[src/rtl/matrix_frame_loader.sv]
// Packs a serial element stream into a row-major 3x3 operand pair (A then B) for the multiplier.
// Latency: out_valid rises the cycle after the final B element is accepted.
// Backpressure: in_ready drops while a packed frame is held; the frame is released by out_ready.
module matrix_frame_loader #(
    parameter int ELEM_W = 16,
    parameter int N      = 3
) (
    input  logic                      clk,
    input  logic                      rst,
    input  logic                      in_clear,
    input  logic                      in_valid,
    output logic                      in_ready,
    input  logic [ELEM_W-1:0]         in_data,
    input  logic                      in_last,
    output logic                      out_valid,
    input  logic                      out_ready,
    output logic [N*N*ELEM_W-1:0]     out_a,
    output logic [N*N*ELEM_W-1:0]     out_b,
    output logic [4:0]                elem_idx,
    output logic                      frame_err
);

    localparam int NE = N * N;
    localparam int W  = NE * ELEM_W;

    localparam logic [1:0] S_LOAD_A = 2'd0;
    localparam logic [1:0] S_LOAD_B = 2'd1;
    localparam logic [1:0] S_HOLD   = 2'd2;

    localparam logic [4:0] LAST_IDX = 5'(NE - 1);

    logic [1:0]   state_q, state_d;
    logic [4:0]   idx_q,   idx_d;
    logic [W-1:0] a_q,     a_d;
    logic [W-1:0] b_q,     b_d;
    logic         err_q,   err_d;

    logic accept;
    logic last_slot;

    assign accept    = in_valid && (state_q != S_HOLD);
    assign last_slot = (idx_q == LAST_IDX);

    // Next-state: clear wins over everything, then per-state accept / handshake handling.
    always_comb begin
        state_d = state_q;
        idx_d   = idx_q;
        a_d     = a_q;
        b_d     = b_q;
        err_d   = 1'b0;

        if (in_clear) begin
            state_d = S_LOAD_A;
            idx_d   = 5'd0;
        end else begin
            case (state_q)
                S_LOAD_A: begin
                    if (accept) begin
                        // Element 0 lands in the MSBs; constant-select decode keeps slicing static.
                        for (int e = 0; e < NE; e++) begin
                            if (idx_q == 5'(e)) begin
                                a_d[(NE-1-e)*ELEM_W +: ELEM_W] = in_data;
                            end
                        end
                        if (in_last) begin
                            // in_last can never be legal inside matrix A.
                            err_d   = 1'b1;
                            state_d = S_LOAD_A;
                            idx_d   = 5'd0;
                        end else if (last_slot) begin
                            state_d = S_LOAD_B;
                            idx_d   = 5'd0;
                        end else begin
                            idx_d = idx_q + 5'd1;
                        end
                    end
                end
                S_LOAD_B: begin
                    if (accept) begin
                        for (int e = 0; e < NE; e++) begin
                            if (idx_q == 5'(e)) begin
                                b_d[(NE-1-e)*ELEM_W +: ELEM_W] = in_data;
                            end
                        end
                        if (in_last != last_slot) begin
                            // in_last must coincide exactly with the final B element.
                            err_d   = 1'b1;
                            state_d = S_LOAD_A;
                            idx_d   = 5'd0;
                        end else if (last_slot) begin
                            state_d = S_HOLD;
                            idx_d   = 5'd0;
                        end else begin
                            idx_d = idx_q + 5'd1;
                        end
                    end
                end
                S_HOLD: begin
                    if (out_ready) begin
                        state_d = S_LOAD_A;
                        idx_d   = 5'd0;
                    end
                end
                default: begin
                    state_d = S_LOAD_A;
                    idx_d   = 5'd0;
                end
            endcase
        end
    end

    // State and data registers; reset zeros the operand words as well.
    always_ff @(posedge clk or posedge rst) begin
        if (rst) begin
            state_q <= S_LOAD_A;
            idx_q   <= 5'd0;
            a_q     <= '0;
            b_q     <= '0;
            err_q   <= 1'b0;
        end else begin
            state_q <= state_d;
            idx_q   <= idx_d;
            a_q     <= a_d;
            b_q     <= b_d;
            err_q   <= err_d;
        end
    end

    assign in_ready  = (state_q != S_HOLD);
    assign out_valid = (state_q == S_HOLD);
    assign out_a     = a_q;
    assign out_b     = b_q;
    assign elem_idx  = idx_q;
    assign frame_err = err_q;

endmodule

[config.mk]
export PLATFORM = sky130hd
export DESIGN_NAME = matrix_frame_loader
export DESIGN_NICKNAME = d
export VERILOG_FILES = /design/src/rtl/matrix_frame_loader.sv
export SDC_FILE = /design/constraint.sdc
export NUM_CORES = 1
export LEC_CHECK = 0
export CAP_MARGIN = 5
export CORE_ASPECT_RATIO = 2
export CORE_MARGIN = 2
export CORE_UTILIZATION = 44
export DETAILED_ROUTE_END_ITERATION = 10
export PLACE_DENSITY = 0.77
export REMOVE_ABC_BUFFERS = 1
export SLEW_MARGIN = 40
export SYNTH_ARGS = -nofsm -noshare
export SYNTH_HDL_FRONTEND = slang
export SYNTH_SLANG_ARGS = --single-unit
[constraint.sdc]
create_clock -name clk -period 9.9 [get_ports clk]
set_input_delay 1.485 -clock clk [delete_from_list [all_inputs] [get_ports clk]]
set_output_delay 1.485 -clock clk [all_outputs]
set_load 0.005 [all_outputs]
### After elaboration in Yosys (flattened, before gate mapping)

Index checks and enable logic that the tools add are counted.

* register bits after elaboration: 296
* bits of input ports: 22
* word-level logic and storage cells: 86

* add/subtract/negate cells: 1
* equality and inequality tests: 17
* muxes and demuxes: 23
* bitwise logic cells: 1
* reductions and logical operators: 23

Operators with widths (number)
* $reduce_and A4 Y1: 18
* $mux W5: 7
* $eq A5 B3 Y1 const B: 4
* $mux W2: 8
* $pmux W5 S3: 1
* $eq A5 B2 Y1 const B: 2
* $ne A4 B4 Y1 const B: 2
* $ne A3 B3 Y1 const B: 2
* $pmux W2 S3: 1
* $add A5 B1 Y5 const B: 1
* $eq A5 B1 Y1 const B: 1
* $eq A5 B4 Y1 const B: 1
* $logic_not A5 Y1: 1
* $mux W1: 5
* $reduce_and A5 Y1: 1
* $ne A3 B2 Y1 const B: 1
* $reduce_and A3 Y1: 1
* $eq A2 B1 Y1 const B: 1
* $eq A2 B2 Y1 const B: 1
* $logic_not A2 Y1: 1
* $ne A2 B2 Y1 const B: 1
* $pmux W1 S2: 1
* $logic_and A1 B1 Y1: 1
* $ne A1 B1 Y1: 1
* $not A1 Y1: 1

### Longest topological paths before layout

Gate-level depths: netlist of the first run.

* depth in word-level cells: 6
* depth in mapped cells: 7
* mapped depth without buffers: 5

### Worst setup path before layout of the first run

No wires, ideal clock.

* kind: input-to-reg
* from: input in_clear
* to: register a_q[79], in the netlist out_a[79]
* arrival time: 2.673 ns
* slack: 7.102 ns
* stages: 5
* buffers on the path: 2
* cell sequence: buf_6 nor2_4 nand3_4 clkbuf_8 mux2_4

* word-level cells in the longest chain between the ends: 2

Ends and longest elaborated chain
* start, declared: RTL line 10 `input logic in_clear,`
* $not A1 Y1 (no line)
* $reduce_and A4 Y1 (no line)
* end signal, assigned: RTL line 117 `a_q <= '0;`
* end signal, assigned: RTL line 123 `a_q <= a_d;`
* end, declared: RTL line 34 `logic [W-1:0] a_q, a_d;`

No other way between the ends.
A chain may end at the register's enable or synchronous reset.

### Final worst setup path of the first run

* from: register state_q[1]
* to: output out_valid

* word-level cells in the longest chain between the ends: 1

Ends and longest elaborated chain
* start, declared: RTL line 32 `logic [1:0] state_q, state_d;`
* start signal, assigned: RTL line 121 `state_q <= state_d;`
* $eq A2 B2 Y1: RTL line 130 `assign out_valid = (state_q == S_HOLD);`
* end, declared: RTL line 15 `output logic out_valid,`

No other way between the ends.

==> results.cfg, run 1 <==
[status]
status = finished, final reports clean

[clocking]
clock_latency_ns = 0.54
path_clk_slew_ns = 0.07
cts_tree = done
cts_sinks = 296
post_cts_buffers = 0
root_buffer = clkbuf_16
cts_buffers = 25
htree_levels = 1
hold_buffers = 0
postCtsResizedCells = 0
clock_path_buffers = 3

[sta]
setup_tns_ns = 0
final_max_slew_viol_count = 0
rsz0062_at_grt = no
relSlewSlack_pct = 49.46
holdWs_ns = 0.5033
period_needed_ns = 3.300
hold_violations = 0
period_share_pct = 33.33
worst_slew_pin_slew_ns = 0.7501
setup_slack_ns = 6.600
setup_viol = 0
finalClockSkew_ns = 0.01611
timing.fmax_mhz = 303.0

[global_route]
grt_use_total_pct = 23.14
grt_pass1_wl_mm = 47.54
antenna_found_initial = 1
gr-total-overflow = 0
grt_max_degree = 154
grt_pass1_vias = 7486

[synthesis]
synthTopCellsByArea = dfrtp_1, mux2_2, nand3_4
synth_top_area_share_pct = 63.51
synth_area_leader_cell = dfrtp_1
ys_ff_latch = 296
ys_seq_area_share_pct = 63.51
synth_area_sq_mm = 0.01166
ys_types = 45
synth.avg_cell_area_sq_um = 16.66
synthCells = 700
yosys_warnings = 0

[route]
ant_nets = 0
vias = 7220
wl_per_cell_microns = 23.93
drt_wl_total_mm = 32.79
drc_errors = 0
first_pass_iters = 4
first_iter_violations = 277
routed_via_density = 5.270

[setup_path]
r2r_end = out_b[13]$_DFFE_PP0P_
cp-end-kind = output pin
arrival_ns = 1.81
r2r_slack_ns = 7.66
critPathMaxFanout = 11
r2r_cells = 5
cp-start-kind = flip-flop
r2r-start = elem_idx[0]$_DFFE_PP0P_
required_ns = 8.42
path_class = flip-flop to output pin

[die]
fp.dieH_microns = 234.3
initial_core_util_pct = 44.57
die_x_microns = 119.1
core_sq_mm = 0.02617
die_area_sq_mm = 0.02791
ioPinCount = 318
rows = 84

[power]
ir_drop_uv = 147.9
leakagePower_nw = 7.525
swShare_pct = 23.08
seq_power_share_pct = 51.1
power_switching_uw = 579.4
intPower_mw = 1.931
p_per_area_mw_per_mm2 = 159.1
clock_power_share_pct = 39.3
pwr-share-comb_pct = 9.6

[hold_path]
min_delay_path_depth = 1
hold_class = flip-flop to flip-flop
min_to = out_b[117]$_DFFE_PP0P_
min_from = out_b[117]$_DFFE_PP0P_

[final_layout]
diodes = 0
fin_area_sq_mm = 0.01578
area_growth_syn_to_layout_pct = 35.31
final_nets = 1036
drive_above_1_share_pct = 37.04
post-route-util_pct = 60.31

[placed_design]
gp_congestion = 0.8309
portBuffers = 317
post-dp-hpwl_mm = 21.93
dpl-instance-area_sq_mm = 0.01495
dp_slack_ns = 6.315

[job]
max_cap_violations = 0
-- final cells by class --
class | count | area (sq um)
Clock inverter | 11 | 112.6
Fill cell | 2041 | 10390
Tap cell | 344 | 430.4
Timing Repair Buffer | 324 | 3193
Clock buffer | 32 | 691.9
Sequential cell | 296 | 7407
Inverter | 7 | 38.79
Multi-Input combinational cell | 356 | 3909
-- per-layer routing --
layer	track usage [%]	vias to the layer above	wire length (microns)
li1	-	3103	-
met1	24.47	3777	11310
met2	43.21	257	18210
met3	3.161	83	1285
met4	13.91	0	1985
met5	0	-	0
-- cells in the final DEF, fill, tap and decap left out, types with 2 or more instances in the layout --
cell and count:
a21oi_1 2, and4bb_2 4, buf_2 13, buf_4 5, bufinv_16 2, clkbuf_1 3
clkbuf_16 25, clkbuf_8 4, clkdlybuf4s50_1 304, clkinv_2 7, dfrtp_1 296, ha_1 4
inv_1 6, mux2_2 287, nand2_2 6, nand3_1 3, nand3_4 11, nor2_1 2
nor2b_1 4, nor3_1 2, o21ai_0 4
-- through the flow --
step / std cells / total power, mW
2_1_floorplan: 659 / 1.381
4_1_cts: 1369 / 2.538
3_5_place_dp: 1326 / 1.550
3_3_place_gp: 1324 / 1.547
5_1_grt: 1370 / 2.601
6_report: 1370 / 2.511
-- power groups by stage --
stage                     clock network, mW  logic [mW]  registers, mW
after floorplan                           0      0.0727           1.31
after global placement                    0       0.242           1.30
after detailed placement                  0       0.243           1.31
after CTS                              1.01       0.244           1.28
after global routing                   1.06       0.257           1.29
final                                 0.986       0.240           1.28
-- sequential cells by signal, summed over array words and instances (netlist names) --
register,cells
elem_idx,5
frame_err,1
out_a,144
out_b,144
state_q,2
-- synth_stat cells, drive strengths merged --
master / number
mux2: 288
inv: 7
and4: 1
a21boi: 1
o21ai: 4
and3b: 1
a22o: 1
and4bb: 5
or3b: 1
and2b: 2
a221o: 2
o32ai: 1
nor2: 3
dfrtp: 296
nand4b: 1
ha: 4
nand4bb: 1
nor2b: 5
or4: 1
buf: 22
nand4: 1
a21oi: 2
nor3: 2
nand3: 15
or4b: 1
nor3b: 1
nor4b: 2
nand2: 7
clkbuf: 19
o31a: 1
o41ai: 1
or2: 1
-- worst max path at each step --
stage,from,endpoint,cells after the start
6_report,state_q[1]$_DFFE_PP0P_,out_valid,3
5_1_grt,state_q[0]$_DFFE_PP0P_,in_ready,3
4_1_cts,state_q[1]$_DFFE_PP0P_,out_valid,3
3_5_place_dp,in_valid,out_b[21]$_DFFE_PP0P_,4
3_3_place_gp,in_valid,out_b[102]$_DFFE_PP0P_,4
2_1_floorplan,rst,elem_idx[0]$_DFFE_PP0P_,1
-- cells by family after synthesis --
group,Yosys count,share of synthesized area (%)
AOI/OAI and AO/OA,13,0.8046
DFF,296,63.51
adders and majority gates,4,0.4291
buffers and inverters,48,3.004
and+or+nand+nor,51,4.420
muxes,288,27.84
-- worst max-delay path, cell delays in order, from the launching register on --
cell,delay (ns)
dfrtp_1,0.56
nand2_1,0.15
inv_1,0.07
clkdlybuf4s50_1,0.49
Note: power is estimated with default switching activity, not from simulation.
==> run 2: changes to the inputs <==
==> constraint.sdc (replaced) <==
create_clock -name clk -period 2.85 [get_ports clk]
set_input_delay 0.4275 -clock clk [delete_from_list [all_inputs] [get_ports clk]]
set_output_delay 0.4275 -clock clk [all_outputs]
set_load 0.005 [all_outputs]
==> run 2 against run 1 <==
  * Setup slack worse by 6.0 ns
  * Highest routed layer unchanged
  * Sequential power increased to 3.5 times the previous value
  * Count of clock-buffer cells in the layout up 2
  * Global-route usage grew 0.49 points
  * Critical endpoint is now in_ready
  * Critical path depth did not move
  * Largest cell class unchanged
  * Critical path type unchanged
  * Cell area increased by 1.9%
  * Clock power rose to 3.7 times the previous value
  * First-iteration DRC count rose by 6.5%
==> results.cfg, run 2 (synthesized netlist as in run 1, its figures left out) <==
[clocking]
cts_sinks = 296
hold_buffers = 0
htree_levels = 1
postCtsResizedCells = 0
post_cts_buffers = 0
clock_path_buffers = 3
path_clk_slew_ns = 0.07
cts_tree = done
cts_buffers = 26
clock_latency_ns = 0.54
root_buffer = clkbuf_16

[hold_path]
hold_class = primary input to async pin

[final_layout]
final_common_cell = clkdlybuf4s50_1
drive_above_1_share_pct = 37.06
fillCellCount = 1988
seq_area_sq_mm = 0.007407
area_growth_syn_to_layout_pct = 37.87
diodes = 0
layout.cells.non_filler = 1391
multi_input_area_sq_mm = 0.003909
final_nets = 1056
final_cell_mix = clkdlybuf4s50_1, dfrtp_1, mux2_2

[die]
ioPinCount = 318
fp.dieH_microns = 234.3
core_sq_mm = 0.02617
die_area_sq_mm = 0.02791
initial_core_util_pct = 44.57
rows = 84
die_x_microns = 119.1

[global_route]
grt_use_total_pct = 23.63
grt_util_met3_pct = 4.110
gr-total-overflow = 0
grt_pass1_wl_mm = 48.44
grt_most_used_layer = met2
use_met2_pct = 44.07
grt_max_degree = 77
antenna_found_initial = 0
groute.layer.met1.usage_pct = 23.92
grt_pass1_vias = 7588

[sta]
timing.fmax_mhz = 445.0
rsz0062_at_grt = no
relSlewSlack_pct = 50.22
final_max_slew_viol_count = 0
worst_slew_pin_slew_ns = 0.7388
setup_viol = 0
hold_violations = 0
finalClockSkew_ns = 0.01424
holdWs_ns = 0.3628
period_share_pct = 78.84
period_needed_ns = 2.247

[power]
leakagePower_nw = 7.654
clock_power_share_pct = 40.7
swShare_pct = 22.46
intPower_mw = 6.983
p_per_area_mw_per_mm2 = 560.0
pwr-share-comb_pct = 9.7
ir_drop_uv = 588.2
seq_power_share_pct = 49.6
power_switching_mw = 2.022

[setup_path]
r2r_slack_ns = 0.62
cpPeakStageDelay_ns = 0.53
arrival_ns = 1.82
r2r-start = elem_idx[0]$_DFFE_PP0P_
cpMaxStageDelayCell = dfrtp_1
required_ns = 2.42
cp-end-kind = output pin
cp.buffers_inverters = 2
cp-start-kind = flip-flop
r2r_end = out_b[3]$_DFFE_PP0P_
crit_chain = inv_1, nand2_1, clkdlybuf4s50_1
crit_family = buffers and inverters
path_class = flip-flop to output pin
r2r_cells = 5
critPathMaxFanout = 10

[placed_design]
gp_congestion = 0.8619
post-dp-hpwl_mm = 22.55
dpl.cell_count = 1346
portBuffers = 317

[status]
status = finished, final reports clean

[route]
wl_per_cell_microns = 23.96
routed_via_density = 5.214
ant_nets = 0
drt_wl_total_mm = 33.32
first_iter_violations = 295
drc_errors = 0
first_pass_iters = 4
vias = 7252

[job]
max_cap_violations = 0
## run 2: worst max-delay path by stage
stage / endpoint / depth (start not counted) / slack (ns) / from
3_3_place_gp: out_b[43]$_DFFE_PP0P_ / 4 / 0.41 / in_valid
2_1_floorplan: elem_idx[0]$_DFFE_PP0P_ / 1 / -5.75 / rst
5_1_grt: in_ready / 3 / 0.48 / state_q[0]$_DFFE_PP0P_
4_1_cts: out_valid / 4 / 0.60 / state_q[0]$_DFFE_PP0P_
6_report: in_ready / 3 / 0.60 / state_q[0]$_DFFE_PP0P_
3_5_place_dp: out_b[40]$_DFFE_PP0P_ / 4 / 0.37 / in_valid
## run 2: cell type report
class,instances,share of cell area [%]
clock buffer,34,4.490
clock inverter,11,0.9804
inverter,7,0.2101
multi-input combinational,356,24.31
sequential,296,46.06
tap,344,2.677
timing repair buffer,343,21.27
## run 2: per-stage QoR
step	power (mW)	setup TNS, ns	area [sq um]	setup WS [ns]	util, %
after global placement	5.417	0	15210	0.4095	58.11
after detailed placement	5.435	0	15200	0.3676	58.08
after global routing	9.345	0	16080	0.4782	61.45
after floorplan	4.797	-1702.98	11340	-5.753	-
final	9.005	0	16080	0.6030	61.45
after CTS	9.115	0	16080	0.5994	61.45
## run 2: power groups by stage
stage | clock, mW | combinational [mW] | sequential (mW)
2_1_floorplan | 0 | 0.253 | 4.54
3_3_place_gp | 0 | 0.878 | 4.54
3_5_place_dp | 0 | 0.892 | 4.54
4_1_cts | 3.75 | 0.897 | 4.47
5_1_grt | 3.92 | 0.939 | 4.48
6_report | 3.66 | 0.876 | 4.47
## run 2: metal layers
| metal | part of all wire (%) | vias up | wire, microns |
|---|---|---|---|
| met5 | 0 | - | 0 |
| met4 | 6.9 | 0 | 2285 |
| met3 | 4.5 | 92 | 1512 |
| met2 | 55 | 251 | 18450 |
| met1 | 33 | 3755 | 11070 |
| li1 | - | 3154 | - |
==> run 3: changes to the inputs <==
==> constraint.sdc (replaced) <==
create_clock -name clk -period 2.02 [get_ports clk]
set_input_delay 0.303 -clock clk [delete_from_list [all_inputs] [get_ports clk]]
set_output_delay 0.303 -clock clk [all_outputs]
set_load 0.005 [all_outputs]
==> run 3 against run 2 <==
  * Total power up 38%
  * Setup slack worse by 0.51 ns
  * Count of clock-buffer cells in the layout up 1
  * Non-clock buffer count up 21
  * Critical path depth up 1
  * Critical path type unchanged
  * Largest cell class unchanged
==> results.cfg, run 3 (synthesized netlist as in run 1, its figures left out) <==
[sta]
relSlewSlack_pct = 66.05
period_share_pct = 95.63
setup_slack_ns = 0.08836
rsz0062_at_grt = no
final_max_slew_viol_count = 0
period_needed_ns = 1.932
finalClockSkew_ns = 0.009444
setup_tns_ns = 0
setup_viol = 0
timing.fmax_mhz = 517.7
hold_violations = 0
worst_slew_pin_slew_ns = 0.5069

[final_layout]
final_cell_mix = clkdlybuf4s50_1, dfrtp_1, mux2_2
final_nets = 1076
seq_area_sq_mm = 0.007411
area_growth_syn_to_layout_pct = 40.03
final_common_cell = clkdlybuf4s50_1
multi_input_area_sq_mm = 0.003918
post-route-util_pct = 62.41
fillCellCount = 1970
diodes = 0
layout.cells.non_filler = 1412
drive_above_1_share_pct = 38.58

[setup_path]
arrival_ns = 1.63
cp-start-kind = flip-flop
cp-end-kind = output pin
critPathMaxFanout = 3
path_class = flip-flop to output pin
required_ns = 1.72

[die]
die_x_microns = 119.1
initial_core_util_pct = 44.57
die_area_sq_mm = 0.02791
core_sq_mm = 0.02617
ioPinCount = 318
rows = 84
fp.dieH_microns = 234.3

[route]
ant_nets = 0
routed_via_density = 5.232
first_pass_iters = 4
wl_per_cell_microns = 23.62
first_iter_violations = 309
vias = 7388
drt_wl_total_mm = 33.35
drc_errors = 0

[job]
max_cap_violations = 0

[clocking]
clock_latency_ns = 0.52
clock_path_buffers = 3
hold_buffers = 0
path_clk_slew_ns = 0.07
htree_levels = 1
root_buffer = clkbuf_16
cts_tree = done
cts_buffers = 25
cts_sinks = 296

[placed_design]
portBuffers = 317
gp_congestion = 0.8240
post-dp-hpwl_mm = 22.79
dpl.cell_count = 1366
dp_slack_ns = -0.1637

[global_route]
grt_use_total_pct = 23.57
antenna_found_initial = 1
gr-total-overflow = 0
grt_pass1_vias = 7743
grt_max_degree = 44
grt_pass1_wl_mm = 48.76

[power]
p_per_area_mw_per_mm2 = 758.9
leakagePower_nw = 7.772
ir_drop_uv = 928.9

[status]
status = finished, final reports clean

[hold_path]
hold_class = primary input to async pin
-- run 3: changes by cell type in the layout (fill, tap and decap cells not counted), sizes merged --
cell,before,now
buf,28,47
bufinv,4,2
clkdlybuf4s50,315,317
clkinv,6,4
clkinvlp,1,3
clkbuf,34,35
inv,7,8
-- run 3: cell type report --
class | instances | share of cell area [%]
sequential | 296 | 45.37
multi-input combinational | 356 | 23.98
timing repair buffer | 364 | 22.81
clock buffer | 35 | 4.305
tap | 344 | 2.635
clock inverter | 10 | 0.6818
inverter | 7 | 0.2068
-- run 3: metal layers --
metal  vias up  wire [microns]  global-route usage (%)
met4         0            1815                   12.76
met2       260           18410                   43.59
met3        83            1538                   3.599
met5         -               0                       0
met1      3853           11590                   25.67
li1       3192               -                       -
-- run 3: what timing repair did --
| item | 4_1_cts | 5_1_grt |
|---|---|---|
| setup buffers | 1 | 1 |
| gates resized for setup | 3 | 5 |
| setup endpoints to repair | 66 | 57 |
| hold endpoints to repair | 0 | 0 |
-- run 3: power breakdown --
part / switching [mW] / internal, mW
clock network: 2.14 / 2.70
registers: 0.134 / 6.16
logic: 0.574 / 0.688
total: 2.85 / 9.55
-- run 3: critical path, cell delays in order (launching register included) --
cell and delay [ns]:
dfrtp_2 0.41, inv_1 0.08, nand2_1 0.08, inv_1 0.06, clkdlybuf4s50_1 0.49
-- run 3: stage by stage --
stage / instance area (sq um) / hold slack, ns / total power, mW
after global routing: 16330 / 0.2116 / 12.85
after global placement: 15500 / 0.4864 / 7.653
after floorplan: 11340 / 0.3661 / 6.767
after detailed placement: 15500 / 0.4913 / 7.687
after CTS: 16320 / 0.1780 / 12.53
final: 16330 / 0.1851 / 12.40
-- run 3: worst paths after layout --
| kind | from | to | slack, ns | depth (start not counted) |
|---|---|---|---|---|
| worst max register to register | elem_idx[1]$_DFFE_PP0P_ | out_a[17]$_DFFE_PP0P_ | 0.13 | 5 |
| worst min-delay path | rst | out_b[63]$_DFFE_PP0P_ | 0.19 | 2 |
| worst min register to register | out_a[123]$_DFFE_PP0P_ | out_a[123]$_DFFE_PP0P_ | 0.50 | 1 |
| worst max-delay path | state_q[0]$_DFFE_PP0P_ | out_valid | 0.09 | 4 |
| max in group asynchronous | rst | elem_idx[2]$_DFFE_PP0P_ | 1.23 | 3 |
| min in group clk | out_a[123]$_DFFE_PP0P_ | out_a[123]$_DFFE_PP0P_ | 0.50 | 1 |
